<file path="src/rtl/shift_load_ctrl.sv">
// Serialises a parallel word into a downstream shift register, one bit per divider tick,
// with an optional clear pulse before the first shift and a one-cycle completion pulse.
module shift_load_ctrl #(
    parameter int unsigned WIDTH     = 4,
    parameter bit          MSB_FIRST = 1'b1,
    parameter bit          CLR_FIRST = 1'b1
) (
    input  logic                       clk,
    input  logic                       clr,
    input  logic                       tick,
    input  logic                       start_valid,
    output logic                       start_ready,
    input  logic [WIDTH-1:0]           data_in,
    input  logic                       abort,
    output logic                       sdout,
    output logic                       shift_en,
    output logic                       shreg_clr,
    output logic                       busy,
    output logic                       done,
    output logic [$clog2(WIDTH+1)-1:0] bit_cnt
);

    localparam int unsigned     CW      = $clog2(WIDTH + 1);
    localparam logic [CW-1:0]   CNT_MAX = CW'(WIDTH);
    localparam logic [CW-1:0]   CNT_ONE = CW'(1);

    typedef enum logic [1:0] {
        IDLE,
        LOAD,
        SHIFT,
        DONE
    } state_t;

    state_t           state_q, state_d;
    logic [WIDTH-1:0] word_q, word_d;
    logic [CW-1:0]    cnt_q, cnt_d;
    logic             sdout_q;
    logic             start_ready_q;
    logic             busy_q;
    logic             done_q;
    logic             shreg_clr_q;
    logic             accept;
    logic             shift_fire;

    function automatic logic head_bit(input logic [WIDTH-1:0] w);
        return MSB_FIRST ? w[WIDTH-1] : w[0];
    endfunction

    function automatic logic [WIDTH-1:0] advance(input logic [WIDTH-1:0] w);
        return MSB_FIRST ? {w[WIDTH-2:0], 1'b0} : {1'b0, w[WIDTH-1:1]};
    endfunction

    assign accept = start_valid && start_ready_q;
    // Masked by clr so a reset landing mid-transfer cannot emit a stray shift.
    assign shift_fire = tick && (state_q == SHIFT) && !abort && !clr;

    always_comb begin
        state_d = state_q;
        word_d  = word_q;
        cnt_d   = cnt_q;
        unique case (state_q)
            IDLE: begin
                if (accept) begin
                    word_d = data_in;
                    cnt_d  = '0;
                    if (CLR_FIRST) state_d = LOAD;
                    else           state_d = SHIFT;
                end
            end
            LOAD: begin
                if (abort) begin
                    state_d = IDLE;
                    word_d  = '0;
                end else begin
                    state_d = SHIFT;
                end
            end
            SHIFT: begin
                if (abort) begin
                    state_d = IDLE;
                    word_d  = '0;
                end else if (shift_fire) begin
                    word_d = advance(word_q);
                    if (cnt_q != CNT_MAX) cnt_d = cnt_q + CNT_ONE;
                    if (cnt_q == CNT_MAX - CNT_ONE) state_d = DONE;
                end
            end
            DONE: begin
                state_d = IDLE;
            end
            default: begin
                state_d = IDLE;
            end
        endcase
    end

    // Status outputs are decoded from the next state so they line up with state_q.
    always_ff @(posedge clk) begin
        if (clr) begin
            state_q       <= IDLE;
            word_q        <= '0;
            cnt_q         <= '0;
            sdout_q       <= 1'b0;
            start_ready_q <= 1'b1;
            busy_q        <= 1'b0;
            done_q        <= 1'b0;
            shreg_clr_q   <= 1'b0;
        end else begin
            state_q       <= state_d;
            word_q        <= word_d;
            cnt_q         <= cnt_d;
            sdout_q       <= head_bit(word_d);
            start_ready_q <= (state_d == IDLE);
            busy_q        <= (state_d != IDLE);
            done_q        <= (state_d == DONE);
            shreg_clr_q   <= (state_d == LOAD);
        end
    end

    assign start_ready = start_ready_q;
    assign busy        = busy_q;
    assign done        = done_q;
    assign shreg_clr   = shreg_clr_q;
    assign sdout       = sdout_q;
    assign shift_en    = shift_fire;
    assign bit_cnt     = cnt_q;

endmodule

</file>
<file path="config.mk">
export PLATFORM = sky130hd
export DESIGN_NAME = shift_load_ctrl
export DESIGN_NICKNAME = d
export VERILOG_FILES = /design/src/rtl/shift_load_ctrl.sv
export SDC_FILE = /design/constraint.sdc
export NUM_CORES = 1
export LEC_CHECK = 0
export BUFFER_PORTS_ARGS = -buffer_cell sky130_fd_sc_hd__buf_2
export CAP_MARGIN = 15
export CELL_PAD_IN_SITES_DETAIL_PLACEMENT = 0
export CELL_PAD_IN_SITES_GLOBAL_PLACEMENT = 1
export CORE_UTILIZATION = 38
export CTS_CLUSTER_DIAMETER = 40
export DETAILED_ROUTE_END_ITERATION = 12
export PLACE_DENSITY_LB_ADDON = 0.1
export SLEW_MARGIN = 20
export SYNTH_ARGS = -nofsm -noshare
export SYNTH_HDL_FRONTEND = slang
export SYNTH_SLANG_ARGS = --single-unit
</file>
<file path="constraint.sdc">
create_clock -name clk -period 1.9 [get_ports clk]
set_input_delay 0.285 -clock clk [delete_from_list [all_inputs] [get_ports clk]]
set_output_delay 0.285 -clock clk [all_outputs]
set_load 0.005 [all_outputs]
</file>
==> impl_metrics.csv <==
group,metric,value,unit
yosys,seq_area_frac_synth,0.3531,
hold_path,hold_path_class,"in2reg",
worst_setup_path,crit_required,2.12,ns
worst_setup_path,path_cells,"inv_1 -> ha_1 -> and4bb_4 -> nand2_4 -> or4b_1 -> a21oi_1",
yosys,avgSynthCellArea,9.212,um^2
clock_tree,tritoncts,"built",
clock_tree,post_cts_buffers,0,
run,drv_cap,0,
clock_tree,cts_resized,0,
floorplan,ioPinCount,18,
floorplan,die_height,46.04,um
timing,fin_crit,1.749,ns
routing,drc,0,
floorplan,num_rows,15,
yosys,ys_types,29,
pwr,ir_worst_vdd,0.6335,mV
grt,grt_max_degree,10,
worst_setup_path,worstSetupPathType,"reg2reg",
yosys,syn_nets,96,
routing,dr_total_vias,663,
timing,slew_viol_final,0,
clock_tree,htreeDepth,1,
timing,tightest_slew,0.4067,ns
layout,diodes,0,
pwr,p_leak,0.4319,nW
yosys,synth_edf_count,0,
floorplan,design.core.area,0.001764,mm^2
layout,fin_util,0.5121,
yosys,ys_ff_latch,13,
timing,slew-limit-headroom,0.7283,
worst_setup_path,cp.arrival,1.97,ns
timing,rsz0062_at_grt,"no",
clock_tree,cts.sinks,13,
clock_tree,clk_pin_slew,0.09,ns
routing,drt-total-wl,1590,um
clock_tree,cts_buffer_depth,2,
placed_design,place_congestion,0.8469,
worst_setup_path,crit_slowest_cell,"or4b_1",
timing,clock_skew,0.007985,ns
floorplan,fp.dieArea,0.002120,mm^2
pwr,p_per_area,1102,mW/mm^2
grt,antenna_found_initial,0,
worst_setup_path,rr_worst_depth,6,
layout,syn2layout_area_growth,22.58,%
worst_setup_path,slowest_delay,0.46,ns
grt,grt.overflow.total,0,
timing,setup_viol_count_final,0,
timing,finalHoldViolCount,0,
yosys,yosys-top-cells-count,"dfxtp_1, ha_1, inv_1",
placed_design,dp_hpwl,1215,um
run_status,outcome,"finished clean",
routing,vias_per_cell,5.140,
yosys,ys.flop_type,"dfxtp_1",
routing,ant_nets,0,
routing,drt_pre_antenna_iters,4,
layout,drive_gt1_frac,0.2981,
yosys,synth_area_leader_cell,"dfxtp_1",
routing,wl_per_cell,12.33,um
timing,final.setup.tns,0,ns
yosys,synth.most_common_cell,"dfxtp_1",
timing,fmax,571.9,MHz
yosys,ys_top_cells_by_area,"dfxtp_1, ha_1, o211a_1, a21oi_1, a31oi_1",
timing,holdWs,0.2476,ns
grt,grt_pass1_wl,2642,um
layout,final_nets,121,
yosys,syn_area,737.0,um^2
yosys,ys_warn_count,0,
clock_tree,root_buffer,"clkbuf_4",
yosys,yosys.area.top_type_share,0.3531,
grt,grt_pass1_vias,611,
worst_setup_path,endpoint_kind,"register",
clock_tree,insertion_delay,0.28,ns
yosys,netlist_instances,80,
worst_setup_path,crit_path_start_kind,"register",
yosys,synthArstFlopShare,0,
placed_design,numPortBuffers,17,
grt,track_usage,0.1870,
timing,fin_crit_sh,0.9204,
hold_path,holdPathStages,3,
floorplan,die_x,46.04,um
clock_tree,numCtsBuffers,3,
floorplan,start_util,0.4177,
clock_tree,cts_hold_buf,0,
routing,drt_iter0_drc,7,
worst_setup_path,crit_fanout,7,
[cell type report]
class / instances / area, um^2
clock buffers: 3 / 22.52
clock inverters: 1 / 5.005
fillers: 205 / 860.8
inverters: 7 / 26.28
multi-input cells: 60 / 450.4
flip-flops and latches: 13 / 260.3
well taps: 25 / 31.28
repair buffers: 20 / 107.6
[per-layer routing]
| metal | vias up | GRT usage | wire (um) |
|---|---|---|---|
| met5 | - | 0 | 0 |
| met4 | 0 | 0.1353 | 34 |
| met3 | 4 | 0.06349 | 57 |
| met2 | 17 | 0.2817 | 769 |
| met1 | 303 | 0.2177 | 728 |
| li1 | 339 | - | - |
[report_power, final]
group | switching (mW) | total (mW) | internal [mW]
Combinational | 0.236 | 0.440 | 0.204
Sequential | 0.0343 | 0.382 | 0.347
Clock | 0.0959 | 0.174 | 0.0781
Total | 0.366 | 0.996 | 0.629
[registers in the layout, indices dropped and copies added, names as in the netlist]
register / cells
start_ready: 1
word_q: 4
bit_cnt: 3
busy: 1
done: 1
state_q: 2
shreg_clr: 1
[critical path: cells and delay by family, from the launching register on]
family	cells	cell delay, ns
AO/OA/AOI/OAI	1	0.14
buffers and inverters	1	0.11
adder cells (fa/ha/maj)	1	0.28
flip-flops	1	0.33
AND/OR/NAND/NOR	3	0.83
[final timing paths]
kind	startpoint	to	slack, ns
worst min register to register	word_q[0]	word_q[0]	0.46
worst max register to register	state_q[0]	bit_cnt[2]	0.15
worst max-delay path	state_q[0]	bit_cnt[2]	0.15
worst min-delay path	data_in[0]	word_q[0]	0.25
[cells in the final DEF (no fill, tap or decap), types with 4 or more instances in the layout]
master	count
a21oi_1	5
a31oi_1	4
buf_2	17
dfxtp_1	13
ha_1	7
inv_1	6
nand2_1	4
nor2_1	5
nor2b_1	4
o21ai_0	5
[through the flow]
stage	area, um^2	power, mW	worst slack [ns]	std cells
after floorplan	737.0	0.6939	0.2546	80
after detailed placement	875.8	0.8319	0.1362	125
after global routing	903.4	1.090	0.02324	129
final	903.4	0.9957	0.1513	129
after CTS	903.4	1.018	0.1222	129
after global placement	875.8	0.8314	0.2278	125
[kinds of logic (layout without fill, tap and decap cells)]
| logic type | Yosys count | after routing | share of synthesized area |
|---|---|---|---|
| AO/OA/AOI/OAI | 27 | 27 | 0.2615 |
| AND/OR/NAND/NOR | 24 | 24 | 0.2037 |
| flip-flops | 13 | 13 | 0.3531 |
| adder cells (fa/ha/maj) | 7 | 7 | 0.1188 |
| buffers and inverters | 7 | 31 | 0.03565 |
| multiplexers | 2 | 2 | 0.02717 |
(Power assumes the default switching activity.)
